### config.mk
export PLATFORM = sky130hd
export DESIGN_NAME = instruction_fetch_unit
export DESIGN_NICKNAME = d
export VERILOG_FILES = /design/src/rtl/instruction_fetch_unit.sv
export SDC_FILE = /design/constraint.sdc
export NUM_CORES = 1
export LEC_CHECK = 0
export CORE_MARGIN = 8
export CORE_UTILIZATION = 52
export CTS_BUF_LIST = sky130_fd_sc_hd__clkbuf_4
export DETAILED_ROUTE_END_ITERATION = 16
export PLACE_DENSITY_LB_ADDON = 0.08
export RECOVER_POWER = 100
export SLEW_MARGIN = 40
export SYNTH_ARGS = -nofsm -noshare
export SYNTH_HDL_FRONTEND = slang
export SYNTH_SLANG_ARGS = --single-unit
### constraint.sdc
create_clock -name clock -period 4.9 [get_ports clock]
set_clock_uncertainty 0.15 [all_clocks]
set_input_delay 1.47 -clock clock [delete_from_list [all_inputs] [get_ports clock]]
set_output_delay 1.47 -clock clock [all_outputs]
set_load 0.03 [all_outputs]
### src/rtl/instruction_fetch_unit.sv
// MIPS32 fetch stage: owns the PC, handshakes with instruction memory, feeds IF/ID.
// Zero-wait memory gives one instruction per cycle; id_stall parks the word in a one-entry buffer.
module instruction_fetch_unit #(
  parameter logic [31:0] RESET_VECTOR = 32'h0000_0000
) (
  input  logic        clock,
  input  logic        reset,
  input  logic        id_stall,
  input  logic        redirect_valid,
  input  logic [31:0] redirect_target,
  input  logic        annul_delay,
  input  logic        exc_valid,
  input  logic [31:0] exc_vector,
  output logic        imem_req,
  output logic [31:0] imem_addr,
  input  logic        imem_ready,
  input  logic [31:0] imem_rdata,
  output logic [31:0] if_instruction,
  output logic [31:0] if_pc_usable,
  output logic [31:0] if_pc_add_4,
  output logic        if_stall,
  output logic        if_flush,
  output logic        if_bra_delay
);

  typedef enum logic [1:0] {REQ, HOLD, DISCARD} state_t;

  state_t      state;
  logic        active;
  logic [31:0] pc;
  logic        buf_valid;
  logic [31:0] buf_instr;
  logic [31:0] buf_pc;
  logic        pend_valid;
  logic [31:0] pend_target;
  logic        pend_annul;
  logic [31:0] disc_addr;

  logic        exc;
  logic        in_req;
  logic        present;
  logic        accept;
  logic        redir_acc;
  logic        annul_acc;
  logic [31:0] next_pc;
  logic [31:0] pres_pc;

  // active stays low until the first edge after reset so imem_req rises on that edge
  always_comb begin
    exc       = exc_valid && active;
    in_req    = active && (state == REQ);
    present   = !exc && ((in_req && imem_ready) || (state == HOLD && buf_valid));
    accept    = present && !id_stall;
    redir_acc = redirect_valid && !id_stall && !exc && active;
    annul_acc = annul_delay && !id_stall && !exc && active;
    if (redir_acc)
      next_pc = redirect_target;
    else if (pend_valid)
      next_pc = pend_target;
    else
      next_pc = pc + 32'd4;
    pres_pc = (state == HOLD) ? buf_pc : pc;
  end

  assign imem_req       = active && (state != HOLD);
  assign imem_addr      = (state == DISCARD) ? {disc_addr[31:2], 2'b00} : {pc[31:2], 2'b00};
  assign if_instruction = !present ? 32'd0 : ((state == HOLD) ? buf_instr : imem_rdata);
  assign if_pc_usable   = pres_pc;
  assign if_pc_add_4    = pres_pc + 32'd4;
  assign if_stall       = !present;
  assign if_flush       = exc;
  assign if_bra_delay   = present && (pend_annul || annul_acc);

  always_ff @(posedge clock or negedge reset) begin
    if (!reset) begin
      state       <= REQ;
      active      <= 1'b0;
      pc          <= RESET_VECTOR;
      buf_valid   <= 1'b0;
      buf_instr   <= 32'd0;
      buf_pc      <= RESET_VECTOR;
      pend_valid  <= 1'b0;
      pend_target <= 32'd0;
      pend_annul  <= 1'b0;
      disc_addr   <= RESET_VECTOR;
    end else begin
      active <= 1'b1;
      if (exc) begin
        pc         <= exc_vector;
        buf_valid  <= 1'b0;
        pend_valid <= 1'b0;
        pend_annul <= 1'b0;
        // an in-flight transfer must still be completed on the old address and dropped
        if ((in_req || state == DISCARD) && !imem_ready) begin
          state <= DISCARD;
          if (in_req)
            disc_addr <= pc;
        end else begin
          state <= REQ;
        end
      end else begin
        case (state)
          REQ: begin
            if (in_req && imem_ready) begin
              if (!id_stall) begin
                pc         <= next_pc;
                pend_valid <= 1'b0;
              end else begin
                buf_valid <= 1'b1;
                buf_instr <= imem_rdata;
                buf_pc    <= pc;
                state     <= HOLD;
              end
            end
          end
          HOLD: begin
            if (!id_stall) begin
              buf_valid  <= 1'b0;
              pc         <= next_pc;
              pend_valid <= 1'b0;
              state      <= REQ;
            end
          end
          DISCARD: begin
            if (imem_ready)
              state <= REQ;
          end
          default: state <= REQ;
        endcase
        // a redirect seen before its delay slot is delivered waits for that delivery
        if (redir_acc && !accept) begin
          pend_valid  <= 1'b1;
          pend_target <= redirect_target;
        end
        if (accept)
          pend_annul <= 1'b0;
        else if (annul_acc)
          pend_annul <= 1'b1;
      end
    end
  end

endmodule

==> impl_results.md, run 1 <==
* Outcome: finished, violations left
* Failing checks: max-capacitance violations, max-slew violations
* Logic pwr share at 40.8%
* Hold Violations, Final at 0
* Synth top area share at 42.4%
* Setup TNS at 0 ns
* Register area share after synthesis at 42.4%
* Layout area overhead at 28.3%
* Cell taking the most area after synthesis: dfrtp_1
* Net Sw Frac at 38.6%
* Setup crit start: imem_ready
* Inserted Clock Buffers at 17
* Top_reg_cell synth: dfrtp_1
* Setup slack, reg-to-reg at 1.70 ns
* DP Worst Slack at 0.165 ns
* Warnings, synthesis at 0
* Skew-Pair Late Insertion Delay at 0.58 ns
* First DRT Iteration DRCs at 684
* Number of global-route vias before repair at 8313
* Buf+Inv Stages, Crit Path at 3
* Crit-path max cell delay at 0.53 ns
* Post-Synth Simple-Gate Area at 17.3%
* DR WL/cell at 19.1 um
* Async SR Flop Fraction at 100%
* Area after DPL at 12200 um2
* Fin. max-slew vios at 220
* Root buffer cell: clkbuf_4
* CTS tree: yes
* Top-Level Pins at 235
* WP data required at 3.28 ns
* Adder-cell area share of the yosys netlist at 0.259%
* Seq cells post-synth at 164
* DR vias at 8336
* Synth Area in Compound Gates at 11.2%
* Drc violations at 0
* Clk slew on worst S/H paths at 0.14 ns
* DP HPWL at 20800 um
* Tmin final at 4.76 ns
* Die Span X at 152 um
* DR vias/cell at 5.66
* Synth Area in XOR/XNOR at 3.35%
* CP delay by family, top: buffers and inverters
* GPL Wtd Cong at 0.851
* Final period utilization at 97.1%
* Grt total ovfl at 0
* Num rows at 50
* PwrDens at 423 nW/um2
* Share of layout cells above drive strength 1 at 23.3%
* Post-route setup slack at 0.140 ns
* Avg Synthesized Cell Area at 9.38 um2
* Setup violators final at 0
* Starting density of the core at 52.4%
* Post-Synthesis Cells at 1031
* CP Max Fanout at 34
* Post-synth EDFFs at 0
* WS Path Type: primary input to output port
* Worst Path Arrival at 3.14 ns
* R2R Path Start: active
* Max-Cap Viols at 4
* Initial DRT Pass Iterations at 5
* Critical Path Start Type: primary input
* Final net count at 1330
* Largest net degree at the start of global routing at 87
* Worst-case clock buffer depth at 2
* Commonest non-fill, non-tap cell in the layout: nand2_1
* Reg-to-reg endpoint: pend_target[9]
* Setup crit end: if_bra_delay
* CP Depth at 9
* Reg power frac at 40.0%
* Clock power frac at 19.2%
* Die area at 23200 um2
* Clk sinks at 164
* Worst path slowest cell: clkdlybuf4s50_1
* Distinct cell type count after synthesis at 65
* Final wirelength at 28200 um
* RSZ-0062 raised after global routing: no
* Port Buf Inserts at 232
* Pint at 3.22 mW
* Post-route cell area at 12400 um2
* Hold_buf cts at 0
* Slew headroom at -50.5%
* Peak Freq at 210 MHz
* Hold Worst Slack at 0.365 ns
* Largest family of logic cells by synthesized area: multiplexers
* H-tree level count at 4
* First-pass GRT wire length at 46000 um
* DIE HEIGHT at 152 um
* Worst setup EP type: output port
* Core ar. at 18500 um2
* Initial antenna violation count at 1
* Most common cell on crit path: nor2_1
* Final ANT Viol Nets at 0
* Pleak at 5.24 nW
* Tot GR Track Use at 24.4%
* Net switching power at 2.03 mW
* Worst vdd rail ir drop at 0.213 mV
* Worst slew pin tran at 2.26 ns
* Worst r2r path cells at 8
* Filler Cell Count at 1513
* HP Class: flip-flop to flip-flop
* Area of the mapped netlist at 9670 um2
* Synth top area cells: dfrtp_1 42%, mux2_2 18%, nand2_1 8.0%, a21oi_1 4.1%, xnor2_1 2.1%
* Mux share of post-synthesis cell area at 20.5%
* CP cell instances: clkdlybuf4s50_1 -> nand2_1 -> nor2_1 -> a21oi_1 -> nor2_1 -> nand2_1 -> buf_4 -> nor2_1 -> dlymetal6s2s_1
* Most frequent cells in the layout: 203 x nand2_1, 163 x dfrtp_1, 154 x mux2_2, 103 x clkdlybuf4s50_1, 80 x a21oi_1
worst register-to-register path: cells and delay by family (launching register included):
kind / cells / cell delay, ns
buffers and inverters: 2 / 1.54
DFF: 1 / 0.48
and+or+nand+nor: 4 / 0.33
AOI/OAI and AO/OA: 1 / 0.11
muxes: 1 / 0.49
stage by stage:
step	std cells	util [%]	power [mW]
2_1_floorplan	1032	-	3.45
3_5_place_dp	1439	66.0	4.34
4_1_cts	1471	68.1	5.35
5_1_grt	1472	67.2	5.54
3_3_place_gp	1439	66.0	4.29
6_report	1472	67.2	5.25
logic make-up after synthesis:
family / Yosys count
adders and majority gates: 2
DFF: 164
buffers and inverters: 106
other: 2
and+or+nand+nor: 361
xor gates and xnor gates: 37
AOI/OAI and AO/OA: 182
muxes: 177
synth_stat cells, drive strengths merged, types with 14 or more instances:
library cell	n
inv	18
nor2	50
mux2i	22
xor2	14
dfrtp	164
o21ai	34
nand3	29
xnor2	23
a31oi	20
nand2	206
nor3	15
mux2	155
buf	31
a21oi	80
clkbuf	57
power by group through the flow:
stage,combinational (mW),clock [mW],sequential (mW)
after global placement,2.20,0,2.09
after detailed placement,2.23,0,2.12
after floorplan,1.51,0,1.95
after CTS,2.24,1.02,2.09
final,2.14,1.01,2.10
after global routing,2.30,1.08,2.15
registers in the layout, indices dropped and copies added, names as in the netlist:
name	flops
buf_instr	32
buf_pc	32
pc	32
pend_target	32
disc_addr	30
state	2
active	1
buf_valid	1
pend_annul	1
pend_valid	1
how the worst min path moves through the flow:
stage | startpoint | to | slack [ns] | cells after the start
floorplan | buf_pc[30] | buf_pc[30] | 0.30 | 2
global placement | buf_pc[30] | buf_pc[30] | 0.31 | 2
detailed placement | buf_pc[30] | buf_pc[30] | 0.33 | 2
CTS | pend_target[13] | pend_target[13] | 0.37 | 1
global route | pend_target[23] | pend_target[23] | 0.38 | 1
finish | pend_target[24] | pend_target[24] | 0.37 | 1
cell type report:
type | count | area, um2 | area share (%)
Sequential cell | 164 | 4110 | 33.1
Antenna cell | 1 | 2.50 | 0.0202
Inverter | 18 | 67.6 | 0.544
Timing Repair Buffer | 262 | 2390 | 19.3
Multi-Input combinational cell | 762 | 5180 | 41.7
Clock inverter | 13 | 231 | 1.87
Clock buffer | 18 | 135 | 1.09
Tap cell | 234 | 293 | 2.36
layer usage:
| layer | wire [um] | vias up | global-route usage, % |
|---|---|---|---|
| li1 | - | 3987 | - |
| met1 | 12900 | 4027 | 33.7 |
| met2 | 13200 | 290 | 38.7 |
| met3 | 1640 | 32 | 4.68 |
| met4 | 397 | 0 | 6.14 |
| met5 | 0 | - | 0 |
timing repair:
item | in CTS | in global routing
hold endpoints to repair | 0 | 0
gates resized for setup | 3 | 8
setup buffers | 1 | 0
cloned | 0 | 0
setup endpoints to repair | 8 | 8
Note: power is estimated with default switching activity, not from simulation.
==> run 2: changes to the inputs <==
--- a/config.mk
+++ b/config.mk
@@ -5,7 +5,9 @@
 export SDC_FILE = /design/constraint.sdc
 export NUM_CORES = 1
 export LEC_CHECK = 0
-export CORE_MARGIN = 8
+export CAP_MARGIN = 20
+export CORE_ASPECT_RATIO = 0.9
+export CORE_MARGIN = 2
 export CORE_UTILIZATION = 52
 export CTS_BUF_LIST = sky130_fd_sc_hd__clkbuf_4
 export DETAILED_ROUTE_END_ITERATION = 16
==> run 2 against run 1 <==
Net effect:
- the run still ends with max-capacitance violations, max-slew violations left
- first-iteration DRC count decreased by 7.6%
- setup slack about the same
- register-to-register slack got worse by 0.41 ns
- sequential share of layout area decreased by 0.41 points
- clock power decreased by 23%
- highest routed layer unchanged
==> impl_results.md, run 2 (synthesis gave the netlist of run 1 again) <==
* Most frequent cells in the layout: 203 x nand2_1, 170 x clkdlybuf4s50_1, 163 x dfrtp_1, 155 x mux2_2, 80 x a21oi_1
* Clk sinks at 164 (unchanged)
* Num rows at 47 (-6.0%)
* WS Path Type: flip-flop to output port
* GPL Wtd Cong at 0.937 (+10%)
* Crit-path max cell delay at 0.49 ns (-0.04 ns)
* Worst-case clock buffer depth at 2 (unchanged)
* DR vias/cell at 5.69 (+0.42%)
* PwrDens at 407 nW/um2 (-3.7%)
* H-tree level count at 4 (unchanged)
* Post-route setup slack at 0.141 ns (+0.000480 ns)
* CP Max Fanout at 11 (-68%)
* DP Worst Slack at 0.234 ns (+0.0691 ns)
* Layout area overhead at 29.9%
* Clk slew on worst S/H paths at 0.13 ns (about the same)
* Setup violators final at 0 (unchanged)
* Setup TNS at 0 ns (unchanged)
* Pleak at 5.30 nW (+1.2%)
* Final net count at 1343 (+0.98%)
* CP cell instances: nor2b_4 -> buf_12 -> mux2i_4 -> nand3_2 -> nor4_4 -> buf_4 -> or4b_4 -> xnor2_2 -> buf_12
* Die Span X at 148 um (-3.0%)
* Root buffer cell: clkbuf_4
* Port Buf Inserts at 232 (unchanged)
* Commonest non-fill, non-tap cell in the layout: nand2_1
* Failing checks: max-capacitance violations, max-slew violations
* Max-Cap Viols at 3 (-1)
* Grt total ovfl at 0 (unchanged)
* CTS tree: yes
* First DRT Iteration DRCs at 632 (-7.6%)
* DR vias at 8513 (+2.1%)
* DIE HEIGHT at 133 um (-12%)
* Skew-Pair Late Insertion Delay at 0.57 ns (about the same)
* Most common cell on crit path: buf_12
* HP Class: flip-flop to flip-flop
* Worst path slowest cell: or4b_4
* Peak Freq at 210 MHz (about the same)
* Die area at 19700 um2 (-15%)
* Worst vdd rail ir drop at 0.190 mV (-11%)
* Core ar. at 18300 um2 (-0.90%)
* Setup slack, reg-to-reg at 1.29 ns (-0.41 ns)
* Outcome: finished, violations left
* Number of global-route vias before repair at 7966 (-4.2%)
* Hold Worst Slack at 0.367 ns (+0.00127 ns)
* Share of layout cells above drive strength 1 at 24.2% (+0.94 points)
* Tmin final at 4.76 ns (-0.000480 ns)
* Initial antenna violation count at 1 (unchanged)
* Final wirelength at 27800 um (-1.3%)
* DR WL/cell at 18.6 um (-3.0%)
* DP HPWL at 20200 um (-3.0%)
* Fin. max-slew vios at 169 (-23%)
* Worst setup EP type: output port
* Slew headroom at -104% (-54 points)
* Drc violations at 0 (unchanged)
* Non-filler instance count after layout at 1497 (+1.7%)
* Tot GR Track Use at 28.1% (+3.7 points)
* Top-Level Pins at 235 (unchanged)
* Worst Path Arrival at 3.14 ns (about the same)
* Worst slew pin tran at 3.06 ns (+0.805 ns)
* Dpl cells at 1459 (+1.4%)
* Hold Violations, Final at 0 (unchanged)
* Inserted Clock Buffers at 17 (unchanged)
* WP data required at 3.28 ns (about the same)
* First-pass GRT wire length at 43300 um (-5.8%)
* Largest net degree at the start of global routing at 68 (-22%)
* Starting density of the core at 52.9% (+0.48 points)
* Initial DRT Pass Iterations at 5 (unchanged)
* Final ANT Viol Nets at 0 (unchanged)
* Final period utilization at 97.1% (about the same)
* Critical Path Start Type: flip-flop
run 2: per-stage QoR:
| stage | power (mW) | utilization, % | area (um2) |
|---|---|---|---|
| floorplan | 3.45 | - | 9700 |
| global placement | 4.29 | 66.9 | 12200 |
| detailed placement | 4.35 | 66.9 | 12200 |
| CTS | 5.10 | 68.5 | 12500 |
| global route | 5.39 | 68.7 | 12600 |
| finish | 5.12 | 68.7 | 12600 |
run 2: cell type report:
type	count	area, um2
inverter	18	67.6
antenna	1	2.50
clock inverter	13	116
clock buffer	19	143
tap	245	307
multi-input combinational	762	5220
sequential	164	4110
fill	1499	5720
timing repair buffer	275	2610
run 2: what timing repair did:
item | CTS | global route
endpoints found under the setup margin | 12 | 10
hold buffers | 0 | 0
buffers inserted | 2 | 2
pin swaps | 2 | 0
resized for setup | 13 | 14
gates cloned | 0 | 1
run 2: worst max-delay path: cells and delay by family, from the launching register on:
family        cells  cell delay, ns
buf+inv           3            0.51
mux               1            0.29
flops             1            0.48
xor+xnor          1            0.19
simple gates      4            1.08
run 2: final timing paths:
kind                                    to          start  cells after the start
max                        if_pc_add_4[31]       state[1]                      9
min                          buf_instr[31]  buf_instr[31]                      1
max reg2reg                  disc_addr[21]         active                      5
min reg2reg                  buf_instr[31]  buf_instr[31]                      1
max in group asynchronous       buf_pc[22]          reset                      2
min in group asynchronous   pend_target[3]          reset                      1
run 2: where the power goes:
group          internal [mW]  switching, mW
Combinational           1.04           1.24
Clock                  0.303          0.471
Sequential              1.76          0.306
Total                   3.10           2.02
run 2: layer usage:
metal	GRT usage (%)	share of wire, %	routed length [um]	up-vias
li1	-	-	-	4004
met1	41.8	46	12700	4139
met2	42.1	45	12400	330
met3	4.93	7.3	2040	40
met4	8.39	2.3	638	0
met5	0	0	0	-
==> run 3: changes to the inputs <==
--- a/config.mk
+++ b/config.mk
@@ -8,7 +8,7 @@
 export CAP_MARGIN = 20
 export CORE_ASPECT_RATIO = 0.9
 export CORE_MARGIN = 2
-export CORE_UTILIZATION = 52
+export CORE_UTILIZATION = 35
 export CTS_BUF_LIST = sky130_fd_sc_hd__clkbuf_4
 export DETAILED_ROUTE_END_ITERATION = 16
 export PLACE_DENSITY_LB_ADDON = 0.08
==> run 3 against run 2 <==
Net effect:
- via count shrank 1.9%
- the run still ends with max-capacitance violations, max-slew violations left
- register-to-register slack improved by 0.06 ns
- routed wire length increased by 7.9%
- sequential share of layout area decreased by 0.53 points
- utilization fell by 22 points
- global-route usage is 7.5 points lower
- total power increased by 2.2%
- first-iteration DRC count fell by 18%
- fmax decreased by 0.74%
- sequential power about the same
- sequential cell count did not move
==> impl_results.md, run 3 (synthesis gave the netlist of run 1 again) <==
* Highest routed layer: met4
* Die Span X at 179 um (+21%)
* DP HPWL at 22000 um (+8.9%)
* DR vias/cell at 5.18 (-8.9%)
* Worst r2r path cells at 5 (unchanged)
* Net Sw Frac at 39.9% (+0.39 points)
* Root buffer cell: clkbuf_4
* WHS Path Cells at 2 (+1)
* Layout Utilization at 47.1% (-22 points)
* Final ANT Viol Nets at 0 (unchanged)
* First-pass GRT wire length at 46000 um (+6.2%)
* Worst vdd rail ir drop at 0.168 mV (-11%)
* Die area at 29000 um2 (+47%)
* Port Buf Inserts at 232 (unchanged)
* WS Path Type: primary input to output port
* Worst hold endpoint: buf_pc[30]
* PwrDens at 410 nW/um2 (+0.56%)
* Inserted Clock Buffers at 17 (unchanged)
* Top-Level Pins at 235 (unchanged)
* Core ar. at 27100 um2 (+48%)
* H-tree level count at 4 (unchanged)
* Setup violators final at 0 (unchanged)
* Logic pwr share at 43.1% (-1.5 points)
* Tmin final at 4.79 ns (+0.0355 ns)
* Number of global-route vias before repair at 7891 (-0.94%)
* Post-route setup slack at 0.105 ns (-0.0355 ns)
* Initial antenna violation count at 1 (unchanged)
* Largest net degree at the start of global routing at 73 (+7.4%)
* Slew headroom at -99.6% (+4.5 points)
* R2R Path Start: active
* Net switching power at 2.09 mW (+3.2%)
* CTS tree: yes
* Worst-case clock buffer depth at 2 (unchanged)
* DR WL/cell at 18.6 um (+0.30%)
* Fin. max-slew vios at 161 (-4.7%)
* CP Max Fanout at 34 (+23)
* Share of layout cells above drive strength 1 at 24.9% (+0.66 points)
* Skew-Pair Late Insertion Delay at 0.59 ns (+0.02 ns)
* Peak Freq at 209 MHz (-0.74%)
* Total Power at 5.23 mW (+2.2%)
* Most common cell on crit path: nor2_1
* Tot GR Track Use at 20.5% (-7.5 points)
* Outcome: finished, violations left
* Failing checks: max-capacitance violations, max-slew violations
* First DRT Iteration DRCs at 518 (-18%)
* Min-Delay Startpoint: buf_pc[30]
* Clk sinks at 164 (unchanged)
* Worst slew pin tran at 2.99 ns (-0.0676 ns)
* Max-Cap Viols at 3 (unchanged)
* Wire length on met3 at 1900 um (-6.8%)
* Pleak at 5.37 nW (+1.2%)
* Final net count at 1346 (+0.22%)
* Critical Path Start Type: primary input
* CP cell instances: dlygate4sd3_1 -> nand2_1 -> nor2_1 -> a21oi_1 -> nor2_1 -> nand2_1 -> buf_4 -> nor2_1 -> bufbuf_8
* Crit-path max cell delay at 0.62 ns (+0.13 ns)
* HP Class: flip-flop to flip-flop
* Layout area overhead at 32.0%
* DP Worst Slack at 0.207 ns (-0.0273 ns)
* Commonest non-fill, non-tap cell in the layout: nand2_1
* Setup slack, reg-to-reg at 1.35 ns (+0.06 ns)
* Hold Violations, Final at 0 (unchanged)
* Drc violations at 0 (unchanged)
* Num rows at 57 (+21%)
* WP data required at 3.28 ns (about the same)
* Worst setup EP type: output port
* Final period utilization at 97.9% (+0.72 points)
* Starting density of the core at 35.7% (-17 points)
* Grt total ovfl at 0 (unchanged)
* DRT met1 WL at 15000 um (+17%)
* Worst path slowest cell: dlygate4sd3_1
* Worst Path Arrival at 3.17 ns (+0.03 ns)
* Clock power frac at 17.7% (+2.6 points)
* Initial DRT Pass Iterations at 5 (unchanged)
* Clk slew on worst S/H paths at 0.14 ns (about the same)
* Reg power frac at 39.3% (-1.0 points)
* GPL Wtd Cong at 0.823 (-12%)
* Met2 wire length at 12900 um (+3.8%)
* Final wirelength at 30000 um (+7.9%)
* DIE HEIGHT at 162 um (+21%)
* DR vias at 8350 (-1.9%)
* Most frequent cells in the layout: 204 x nand2_1, 163 x dfrtp_1, 155 x mux2_2, 101 x clkdlybuf4s50_1, 80 x a21oi_1
* Reg-to-reg endpoint: disc_addr[17]
* Pint at 3.14 mW (+1.5%)
## run 3: power groups by stage
stage | clock network [mW] | registers (mW) | logic, mW
5_1_grt | 1.02 | 2.12 | 2.43
3_5_place_dp | 0 | 2.09 | 2.37
3_3_place_gp | 0 | 2.07 | 2.35
6_report | 0.924 | 2.05 | 2.25
4_1_cts | 0.964 | 2.06 | 2.38
2_1_floorplan | 0 | 1.95 | 1.51
## run 3: cell type report
class                   instances  area (um2)
multi-input cells             762        5170
diodes                          3        7.51
clock inverters                14         190
inverters                      18        67.6
repair buffers                278        2650
flip-flops and latches        164        4110
clock buffers                  18         135
fillers                      2643       14300
well taps                     354         443
## run 3: stage by stage
step / hold slack (ns) / area, um2 / TNS, ns / std cells
floorplan: 0.300 / 9700 / 0 / 1032
global placement: 0.313 / 12500 / 0 / 1569
detailed placement: 0.324 / 12500 / 0 / 1569
CTS: 0.356 / 12900 / 0 / 1605
global route: 0.378 / 12800 / -0.0161 / 1611
finish: 0.357 / 12800 / 0 / 1611
## run 3: metal layers
metal	up-vias	track usage (%)
li1	4017	-
met1	4031	31.9
met2	283	29.9
met3	19	3.25
met4	0	4.18
met5	-	0
## run 3: how the worst max path moves through the flow
stage | start | endpoint | slack (ns) | cells past startpoint
floorplan | state[1] | if_pc_add_4[26] | 0.003 | 15
global placement | imem_ready | if_bra_delay | 0.24 | 9
detailed placement | imem_ready | if_bra_delay | 0.21 | 9
CTS | state[1] | if_pc_add_4[31] | 0.04 | 10
global route | state[1] | if_pc_add_4[31] | -0.02 | 10
finish | imem_ready | if_bra_delay | 0.11 | 9
## run 3: critical path, delay by kind of cell
family / cells / cell delay (ns)
buffers and inverters: 3 / 1.13
AND/OR/NAND/NOR: 5 / 0.52
AO/OA/AOI/OAI: 1 / 0.04
## run 3: timing repair
action                                 4_1_cts  5_1_grt
setup endpoints to repair                   16        8
hold buffers                                 0        0
setup buffers                                4        3
endpoints found under the hold margin        0        0
pin swaps                                    0        3
resized for setup                            4        5
